**src/rtl/kanade_pkg.sv**
```systemverilog
// Shared definitions for the pipeline controller: FSM state encoding and
// the hard-wired zero register index.
package kanade_pkg;

    typedef enum logic {
        RUN       = 1'b0,
        DMEM_WAIT = 1'b1
    } ctrl_state_t;

    localparam logic [4:0] REG_ZERO = 5'd0;

endpackage

```
**src/rtl/pipeline_ctrl_sat_counter.sv**
```systemverilog
// Saturating up-counter with synchronous clear; holds at all-ones.
module sat_counter #(
    parameter int unsigned W = 16
) (
    input  logic         clk,
    input  logic         inc,
    input  logic         clr,
    output logic [W-1:0] count
);

    logic [W-1:0] r_count;

    // Clear has priority; increment stops once every bit is set.
    always_ff @(posedge clk) begin
        if (clr) begin
            r_count <= '0;
        end else if (inc && (r_count != '1)) begin
            r_count <= r_count + W'(1);
        end
    end

    assign count = r_count;

endmodule

```
**src/rtl/pipeline_ctrl.sv**
```systemverilog
// Central pipeline controller: drives the stage-register enables and bubble
// flushes for PC/FD/DE/EM/MW, resolving dmem waits, MEM-stage redirects,
// load-use hazards and imem wait states, and keeps debug stall/flush counts.
module pipeline_ctrl
    import kanade_pkg::*;
#(
    parameter int unsigned CNT_W = 16
) (
    input  logic             clk,
    input  logic             reset_n,
    input  logic [4:0]       id_rs,
    input  logic [4:0]       id_rt,
    input  logic             id_uses_rs,
    input  logic             id_uses_rt,
    input  logic             de_mem_read,
    input  logic [4:0]       de_dst_reg,
    input  logic             em_mem_access,
    input  logic             em_redirect,
    input  logic             imem_ready,
    input  logic             dmem_ready,
    output logic             dmem_req,
    output logic             pc_wren,
    output logic             fd_wren,
    output logic             de_wren,
    output logic             em_wren,
    output logic             mw_wren,
    output logic             pc_sel_branch,
    output logic             fd_flush,
    output logic             de_flush,
    output logic             em_flush,
    output logic [CNT_W-1:0] stall_cnt,
    output logic [CNT_W-1:0] flush_cnt
);

    ctrl_state_t r_state;
    logic        w_frozen;
    logic        w_load_use;
    logic        w_stall_inc;
    logic        w_flush_inc;

    // Data-memory handshake FSM: stay in DMEM_WAIT until the access completes.
    always_ff @(posedge clk) begin
        if (!reset_n) begin
            r_state <= RUN;
        end else begin
            case (r_state)
                RUN:       if (em_mem_access && !dmem_ready) r_state <= DMEM_WAIT;
                DMEM_WAIT: if (dmem_ready) r_state <= RUN;
                default:   r_state <= RUN;
            endcase
        end
    end

    // Hazard priority: freeze > redirect > load-use > imem wait; reset forces all low.
    always_comb begin
        dmem_req      = 1'b0;
        pc_wren       = 1'b0;
        fd_wren       = 1'b0;
        de_wren       = 1'b0;
        em_wren       = 1'b0;
        mw_wren       = 1'b0;
        pc_sel_branch = 1'b0;
        fd_flush      = 1'b0;
        de_flush      = 1'b0;
        em_flush      = 1'b0;
        w_stall_inc   = 1'b0;
        w_flush_inc   = 1'b0;

        w_frozen   = em_mem_access && !dmem_ready;
        w_load_use = de_mem_read && (de_dst_reg != REG_ZERO) &&
                     ((id_uses_rs && (id_rs == de_dst_reg)) ||
                      (id_uses_rt && (id_rt == de_dst_reg)));

        if (reset_n) begin
            dmem_req = (r_state == DMEM_WAIT) || em_mem_access;
            if (w_frozen) begin
                w_stall_inc = 1'b1;
            end else begin
                pc_wren = 1'b1;
                fd_wren = 1'b1;
                de_wren = 1'b1;
                em_wren = 1'b1;
                mw_wren = 1'b1;
                if (em_redirect) begin
                    pc_sel_branch = 1'b1;
                    fd_flush      = 1'b1;
                    de_flush      = 1'b1;
                    em_flush      = 1'b1;
                    w_flush_inc   = 1'b1;
                end else if (w_load_use) begin
                    // fd_wren=0 also covers a coincident imem wait: ID is kept as-is.
                    pc_wren     = 1'b0;
                    fd_wren     = 1'b0;
                    de_flush    = 1'b1;
                    w_stall_inc = 1'b1;
                end else if (!imem_ready) begin
                    pc_wren     = 1'b0;
                    fd_flush    = 1'b1;
                    w_stall_inc = 1'b1;
                end
            end
        end
    end

    sat_counter #(.W(CNT_W)) u_stall_cnt (
        .clk   (clk),
        .inc   (w_stall_inc),
        .clr   (!reset_n),
        .count (stall_cnt)
    );

    sat_counter #(.W(CNT_W)) u_flush_cnt (
        .clk   (clk),
        .inc   (w_flush_inc),
        .clr   (!reset_n),
        .count (flush_cnt)
    );

endmodule

```
**config.mk**
```make
export PLATFORM = sky130hd
export DESIGN_NAME = pipeline_ctrl
export DESIGN_NICKNAME = d
export VERILOG_FILES = /design/src/rtl/kanade_pkg.sv /design/src/rtl/pipeline_ctrl_sat_counter.sv /design/src/rtl/pipeline_ctrl.sv
export SDC_FILE = /design/constraint.sdc
export NUM_CORES = 1
export LEC_CHECK = 0
export ABC_AREA = 1
export CAP_MARGIN = 20
export CORE_MARGIN = 8
export CORE_UTILIZATION = 51
export CTS_CLUSTER_DIAMETER = 60
export DETAILED_ROUTE_END_ITERATION = 10
export GPL_ROUTABILITY_DRIVEN = 0
export PLACE_DENSITY = 0.85
export SLEW_MARGIN = 20
export SYNTH_ARGS = -nofsm -noshare
export SYNTH_HDL_FRONTEND = slang
export SYNTH_SLANG_ARGS = --single-unit
```
**constraint.sdc**
```tcl
create_clock -name clk -period 2.75 [get_ports clk]
set_input_delay 0.55 -clock clk [delete_from_list [all_inputs] [get_ports clk]]
set_output_delay 0.55 -clock clk [all_outputs]
set_load 0.05 [all_outputs]
```
# --- Word level (Yosys, flattened, before mapping) ---
# Cells that the tools add are included.
op_classes:
  n_addsub: 2
  muxes: 31
  eq_ne: 4
  n_reduce_logical: 11
  bitwise: 1
ops:
  columns: ["op", "count"]
  rows:
  - ["$add A16 B1 Y16 const B", 2]
  - ["$ne A16 B16 Y1 const B", 2]
  - ["$mux W1", 30]
  - ["$eq A5 B5 Y1", 2]
  - ["$logic_and A1 B1 Y1", 7]
  - ["$reduce_bool A5 Y1", 1]
  - ["$logic_or A1 B1 Y1", 2]
  - ["$pmux W1 S2", 1]
  - ["$logic_not A1 Y1", 1]
  - ["$not A1 Y1", 1]
totals:
  wordCells: 52
  reg_bits: 33
  inputBits: 24
  output_inout_bits: 42

# --- Longest topological paths before layout ---
# Gate-level depths: netlist of the first run.
depth:
  depth_word: 9
  ltp_mapped: 13
  depth_no_buf: 13

# --- Hierarchy ---
# Synthesis of the first run repeated with hierarchy kept, for this count alone.
hier_totals:
  hier_cells: 380
  hier_area_um2: 2222.1
modules_own_cells:
  columns: ["module", "n_inst", "seq_area_each_um2", "area_each_um2", "cells_each"]
  rows:
  - ["sat_counter", 2, 320.3, 929.6, 149]
  - ["pipeline_ctrl", 1, 20.0, 362.8, 82]

# --- Least setup slack after synthesis of the first run ---
# Ideal clock, no wire load.
synth_path:
  path_kind: "in2out"
  startpoint: "input port de_dst_reg[3]"
  endpoint: "output port fd_flush"
  path_slack_ns: -0.841
  stages: 6
  arrival_ns: 3.041
  required_ns: 2.200
  path_buffers: 0
  path_cell_list: "inv_1 > nand4_1 > o21ai_0 > inv_1 > a31oi_1 > a21boi_0"
synth_between:
  elab_chain_cells: 8
  word_cells_on_any_way: 12
  cone_classes: "2 x eq/ne; 4 x mux; 6 x reduce/logical"
synth_lines:
  columns: ["element", "line", "source"]
  rows:
  - ["start, declared", "pipeline_ctrl.sv:16", "input logic [4:0] de_dst_reg,"]
  - ["$eq A5 B5 Y1, on equally long branches", "pipeline_ctrl.sv:71, pipeline_ctrl.sv:72", null]
  - ["$logic_and A1 B1 Y1, on equally long branches", "pipeline_ctrl.sv:71, pipeline_ctrl.sv:72", null]
  - ["$logic_or A1 B1 Y1", "pipeline_ctrl.sv:71", "((id_uses_rs && (id_rs == de_dst_reg)) ||"]
  - ["$logic_and A1 B1 Y1 (*)", "pipeline_ctrl.sv:70", "w_load_use = de_mem_read && (de_dst_reg != REG_ZERO) &&"]
  - ["$mux W1 (*)", "pipeline_ctrl.sv:90", "end else if (w_load_use) begin"]
  - ["$mux W1 (*)", "pipeline_ctrl.sv:84", "if (em_redirect) begin"]
  - ["$mux W1 (*)", "pipeline_ctrl.sv:76", "if (w_frozen) begin"]
  - ["$mux W1 (*)", "pipeline_ctrl.sv:74", "if (reset_n) begin"]
  - ["end, declared", "pipeline_ctrl.sv:28", "output logic fd_flush,"]
# Mark *: on every way between the ends. The rest lies on a longest branch, timed or not.

# --- Worst setup path in the final report of the first run ---
layout_path:
  startpoint: "input port de_dst_reg[4]"
  endpoint: "output port de_flush"
layout_between:
  elab_chain_cells: 8
  word_cells_on_any_way: 12
  cone_classes: "2 x eq/ne; 4 x mux; 6 x reduce/logical"
layout_lines:
  columns: ["element", "line", "source"]
  rows:
  - ["$eq A5 B5 Y1, on equally long branches", "pipeline_ctrl.sv:71, pipeline_ctrl.sv:72", null]
  - ["$logic_and A1 B1 Y1, on equally long branches", "pipeline_ctrl.sv:71, pipeline_ctrl.sv:72", null]
  - ["$logic_or A1 B1 Y1", "pipeline_ctrl.sv:71", null]
  - ["$logic_and A1 B1 Y1 (*)", "pipeline_ctrl.sv:70", null]
  - ["$mux W1 (*)", "pipeline_ctrl.sv:90", null]
  - ["$mux W1 (*)", "pipeline_ctrl.sv:84", null]
  - ["$mux W1 (*)", "pipeline_ctrl.sv:76", null]
  - ["$mux W1 (*)", "pipeline_ctrl.sv:74", null]
  - ["end, declared", "pipeline_ctrl.sv:29", "output logic de_flush,"]
# Marked as above.

==> results by group, run 1 <==
Logic synthesis
  – Synth Area per Inst: 6.533 um2
  – Post-synth EDFFs: 0
  – Asr flop ratio synth: 0%
  – Synth Net Count: between 300 and 400
  – Yosys top cell area share: 29.48%
  – Seq/Total Area, Yosys: 29.48%
  – Synth top area cells: dfxtp_1, nand2_1, nor2_1, inv_1, nand3_1
  – Syn. warnings: 0
  – Post-synthesis register bit count: 33
  – Top cell type by total area after synthesis: dfxtp_1
  – Post-synth cell types: roughly 40
  – Dominant synthesized flop cell: dfxtp_1
  – Cell area after synthesis: 0.002241 mm2
  – Syn Inst Count: 343

Worst setup path
  – WP data required: 2200 ps
  – Setup CP Type: in2out
  – Crit path top cell by count: nand2_1
  – Critical Path, Cell by Cell: clkdlybuf4s50_1, inv_2, nand2_1, nand2_1, nor2_1, nand3_1, nand2_1, nand2_1, a21oi_1, buf_12
  – WP data arrival: 2020 ps
  – Critical Path Max Stage Delay: 530 ps
  – Critical path endpoint category: output port
  – Worst path slowest cell: clkdlybuf4s50_1
  – Crit-path max FO: 4
  – Startpoint Class: primary input

Clock tree
  – Root Driver: clkbuf_8
  – # clock sinks: 33
  – Clk buf depth: 2
  – Setup bufs post-CTS: 0
  – Clock transition at path regs: 70 ps
  – H-tree Lvls: 2
  – Clk Latency, worst-skew pair: 280 ps
  – CTS buffer count: 5
  – Post_cts resized: 0
  – CTS tree: built
  – Hold-fix buffers, CTS: 0

Floorplan
  – Row count: 24
  – Initial core utilization: 52.19%
  – Die W: 82.29 um
  – DIE HEIGHT: 82.29 um
  – Core area: around 0.0043 mm2
  – # IOs: 66
  – Die area: 0.006771 mm2

GRT
  – Vias in the first global route: 2294
  – GRT Resource Usage Total: 17.78%
  – Grt total ovfl: 0
  – First-pass GRT wire length: between 9000 and 10000 um
  – Largest net degree at the start of global routing: 26
  – Initial antenna violation count: 0

STA
  – Fin Setup TNS: 0 ps
  – Fmax: 388.7 MHz
  – Final hold vios: 0
  – Slew @ Worst Pin: 524.3 ps
  – Post-route clock period utilization: between 90% and 100%
  – Clock skew: 6.245 ps
  – Slew headroom: 64.94%
  – Final Max Slew Viols: 0
  – # setup viols final: 0
  – RSZ-0062 raised after global routing: false
  – Final min period: 2573 ps

Placed design
  – Dpl hpwl: 4407 um
  – Port bufs: 65
  – DP Area: a little over 0.003 mm2

Detailed routing
  – DR pass1 iterations: 5
  – DRT iter0 DRCs: about 100
  – Number of remaining DRC errors: 0
  – Routed vias: 2305
  – DR vias/cell: between 4 and 5
  – Routed len/inst: 12.15 um
  – Final ANT Viol Nets: 0
  – Total routed wirelength: 5613 um

Finish
  – # diodes: 0
  – Post-Layout Inst Area: ~0.0031 mm2
  – Layout cells sized above 1: 16.10%
  – Syn-to-layout area delta: 39.53%
  – Fin nets: about 440
  – Filler instances: between 300 and 400

Hold path
  – Hold Crit Class: reg2reg

Run
  – Max-Cap Viols: 0

Pwr
  – VDD IR-drop max: 0.2009 mV
  – Pwr Density: approximately 370 mW/mm2
  – Pleak: around 1.5 nW

Status
  – Status: finished, final reports clean
sequential cells by signal, summed over array words and instances (netlist names):
| register | count |
|---|---|
| r_state | 1 |
| u_flush_cnt.count | 16 |
| u_stall_cnt.count | 16 |
synth_stat cells, drive strengths merged (2+ instances only):
| cell type | n |
|---|---|
| xor2 | 4 |
| nand4 | 6 |
| or2 | 3 |
| nand2 | 94 |
| nor2 | 55 |
| nor3b | 3 |
| nor3 | 10 |
| a21oi | 14 |
| buf | 8 |
| nor4 | 3 |
| dfxtp | 33 |
| ha | 2 |
| and3 | 2 |
| inv | 56 |
| clkbuf | 2 |
| nand3 | 27 |
| o21ai | 13 |
| a21boi | 2 |
final cells by class:
class	instances	area (um2)	share of cell area (%)
clock buffer	7	96.34	3.081
clock inverter	1	5.005	0.1601
inverter	56	210.2	6.723
multi-input combinational	244	1309	41.86
sequential	33	660.6	21.13
tap	52	65.06	2.081
timing repair buffer	69	780.7	24.97
worst max-delay path: cells and delay by family:
family / cells / cell delay [ps]
and+or+nand+nor: 6 / 490
buffers and inverters: 3 / 750
AOI/OAI and AO/OA: 1 / 220
per-layer routing:
metal	routed length [um]	GRT usage [%]	part of all wire (%)
met2	2789	31.17	50
met1	2238	18.91	40
met4	95	7.368	1.7
met5	0	0	0
met3	489	6.277	8.7
power breakdown:
| group | total (W) | internal (W) | switching, W |
|---|---|---|---|
| sequential | 0.000501 | 0.000488 | 0.0000132 |
| combinational | 0.000262 | 0.000112 | 0.000151 |
| clock | 0.000402 | 0.000226 | 0.000176 |
| total | 0.00117 | 0.000826 | 0.000340 |
per-stage QoR:
stage / power [W] / utilization [%] / std cells / hold slack (ps) / worst slack, ps
2_1_floorplan: 0.0006646 / - / 343 / 437.5 / 58.87
3_3_place_gp: 0.0007701 / 70.45 / 454 / 453.9 / 177.8
3_5_place_dp: 0.0007756 / 70.45 / 454 / 464.9 / 165.4
4_1_cts: 0.001179 / 72.81 / 462 / 473.8 / 163.3
5_1_grt: 0.001217 / 72.81 / 462 / 497.6 / 28.26
6_report: 0.001165 / 72.81 / 462 / 468.8 / 177.2
cell usage in the layout, fill, tap and decap left out, types with 2 or more instances in the layout:
master / n
dfxtp_1: 33
a21oi_1: 14
clkbuf_8: 7
buf_4: 4
nand2_4: 6
xor2_1: 4
o21ai_1: 3
nand3_1: 20
nor3_1: 8
nor2_2: 4
nor2_1: 49
nand2_1: 82
nand2_2: 6
clkdlybuf4s50_1: 55
ha_1: 2
nor3b_2: 2
buf_12: 10
and3_1: 2
nand4_1: 6
o21ai_0: 10
or2_1: 2
nand3_2: 7
inv_2: 9
inv_1: 47
cells by family (layout without fill, tap and decap cells):
group | Yosys count | count (layout) | synth area share [%]
flip-flops | 33 | 33 | 29.48
AO/OA/AOI/OAI | 33 | 33 | 7.985
AND/OR/NAND/NOR | 204 | 204 | 46.90
buffers and inverters | 66 | 133 | 12.56
adder cells (fa/ha/maj) | 2 | 2 | 1.117
XOR/XNOR | 5 | 5 | 1.954
final timing paths:
check,from,end,cells past startpoint,slack [ps]
worst max-delay path,de_dst_reg[4],de_flush,10,180
worst min-delay path,r_state,r_state,2,470
worst max register to register,u_stall_cnt.count[0],u_stall_cnt.count[7],10,890
worst min register to register,r_state,r_state,2,470
Note: power is estimated with default switching activity, not from simulation.
==> run 2: changes to the inputs <==
--- a/config.mk
+++ b/config.mk
@@ -8,11 +8,12 @@
 export ABC_AREA = 1
 export CAP_MARGIN = 20
 export CORE_MARGIN = 8
-export CORE_UTILIZATION = 51
+export CORE_UTILIZATION = 60
 export CTS_CLUSTER_DIAMETER = 60
 export DETAILED_ROUTE_END_ITERATION = 10
+export DONT_BUFFER_PORTS = 1
 export GPL_ROUTABILITY_DRIVEN = 0
-export PLACE_DENSITY = 0.85
+export PLACE_DENSITY = 0.76
 export SLEW_MARGIN = 20
 export SYNTH_ARGS = -nofsm -noshare
 export SYNTH_HDL_FRONTEND = slang
==> run 2 against run 1 <==
Against the previous run:
- clock skew grew 3.0 ps
- core utilization is 1.4 points lower
- die area shrank 12%
- hold slack got worse by 120 ps
- via count is 4.9% lower
- count of clock-buffer cells in the layout unchanged
- critical path depth is 2 lower
- combinational power shrank 31%
- largest cell class unchanged
- sequential share of layout area is 4.3 points higher
- wire length shrank 6.4%
==> results by group, run 2 (synthesized netlist as in run 1, its figures left out) <==
GRT
  – Initial antenna violation count: 0 (unchanged)
  – Largest net degree at the start of global routing: 27 (+3.8%)
  – GRT Resource Usage Total: 17.71% (-0.068 points)
  – First-pass GRT wire length: 8990 um (-7.1%)
  – Vias in the first global route: 2026 (-12%)
  – Grt total ovfl: 0 (unchanged)

Status
  – Status: finished, final reports clean

Clock tree
  – Clk Latency, worst-skew pair: 280 ps (about the same)
  – Hold-fix buffers, CTS: 0 (unchanged)
  – Clock transition at path regs: 60 ps (about the same)
  – CTS tree: built
  – Setup bufs post-CTS: 0 (unchanged)
  – Post_cts resized: 0 (unchanged)
  – H-tree Lvls: 2 (unchanged)
  – Clk buf depth: 2 (unchanged)
  – Root Driver: clkbuf_8
  – # clock sinks: 33 (unchanged)
  – CTS buffer count: 5 (unchanged)

Finish
  – Flip-flop and latch area: 660.6 um2 (unchanged)
  – Filler instances: 314 (-6.3%)
  – Syn-to-layout area delta: 15.75%
  – # diodes: 0 (unchanged)
  – Fin nets: 398 (-8.5%)
  – Area occupied by multi-input gates: 0.001309 mm2 (unchanged)
  – Commonest non-fill, non-tap cell in the layout: nand2_1
  – Layout cells sized above 1: 22.52% (+6.4 points)
  – Layout Utilization: 71.38% (-1.4 points)
  – Most frequent cells in the layout: nand2_1, nor2_1, inv_1
  – Post-Layout Inst Area: 0.002594 mm2 (-17%)
  – Post-Layout Cell Count: 421 (-8.9%)

Worst setup path
  – Critical path endpoint category: output port
  – Setup CP Type: in2out
  – WP data arrival: 1670 ps (-350 ps)
  – Startpoint Class: primary input
  – Crit-path max FO: 26 (+22)
  – WP data required: 2200 ps (about the same)
  – Slack of the worst reg-to-reg path: 790 ps (-100 ps)

Detailed routing
  – Routed len/inst: 12.48 um (+2.7%)
  – Total routed wirelength: 5254 um (-6.4%)
  – DR vias/cell: 5.209 (+4.4%)
  – Number of remaining DRC errors: 0 (unchanged)
  – DRT iter0 DRCs: 132 (+29%)
  – Final ANT Viol Nets: 0 (unchanged)
  – DR pass1 iterations: 4 (-1)
  – Routed vias: 2193 (-4.9%)

Floorplan
  – DIE HEIGHT: 77.12 um (-6.3%)
  – # IOs: 66 (unchanged)
  – Core area: 0.003633 mm2 (-15%)
  – Die W: 77.12 um (-6.3%)
  – Die area: 0.005947 mm2 (-12%)
  – Initial core utilization: 61.67% (+9.5 points)
  – Row count: 22 (-8.3%)

STA
  – Fin Setup TNS: 0 ps (unchanged)
  – Final Max Slew Viols: 0 (unchanged)
  – Final min period: 2224 ps (-348.5 ps)
  – Final hold vios: 0 (unchanged)
  – Slew @ Worst Pin: 642.0 ps (+117.7 ps)
  – Slew headroom: 57.14% (-7.8 points)
  – Fmax: 449.6 MHz (+16%)
  – RSZ-0062 raised after global routing: false
  – Clock skew: 9.197 ps (+2.952 ps)
  – Post-route clock period utilization: 80.88% (-13 points)
  – # setup viols final: 0 (unchanged)

Pwr
  – Pleak: 1.319 nW (-9.2%)
  – VDD IR-drop max: 0.2259 mV (+12%)
  – Power, Total: 0.001084 W (-7.0%)
  – Pwr Density: 417.8 mW/mm2 (+12%)

Placed design
  – Dpl hpwl: 4071 um (-7.6%)
  – Placed insts: 413 (-9.0%)
  – DP Area: 0.002492 mm2 (-18%)
  – Port bufs: 0 (-100%)

Run
  – Max-Cap Viols: 0 (unchanged)

Hold path
  – Hold Crit Class: in2reg
-- run 2: final cells by class --
class	instances	area share, %
Clock inverter	1	0.1930
Tap cell	48	2.315
Sequential cell	33	25.47
Multi-Input combinational cell	244	50.46
Inverter	56	8.104
Timing Repair Buffer	32	9.744
Clock buffer	7	3.714
-- run 2: power by group --
part,switching (W),internal (W)
registers,0.0000109,0.000487
logic,0.000130,0.0000515
clock network,0.000178,0.000226
-- run 2: critical path, stage by stage --
cell     delay, ps
inv_1           80
nand4_1        100
o21ai_0        150
inv_1          100
nand3_2        100
nand2_4        170
nor2_1         190
buf_4          220
-- run 2: stage by stage --
| stage | hold slack (ps) | setup WS (ps) |
|---|---|---|
| after global routing | 338.9 | 405.4 |
| after floorplan | 437.5 | 58.87 |
| after detailed placement | 457.2 | 542.5 |
| final | 345.7 | 525.7 |
| after global placement | 454.6 | 556.9 |
| after CTS | 338.8 | 540.8 |
-- run 2: final timing paths --
check / endpoint / startpoint / cells after the start
max: pc_wren / de_dst_reg[3] / 8
min: r_state / dmem_ready / 1
max reg2reg: u_flush_cnt.count[13] / u_flush_cnt.count[4] / 8
min reg2reg: r_state / r_state / 2
-- run 2: routing by layer --
layer	vias to the layer above	GRT usage, %	part of all wire, %	wire (um)
met4	0	6.226	1.2	64
met5	-	0	0	0
met3	7	6.993	8.6	451
li1	1128	-	-	-
met2	65	31.44	49	2570
met1	993	18.44	41	2168
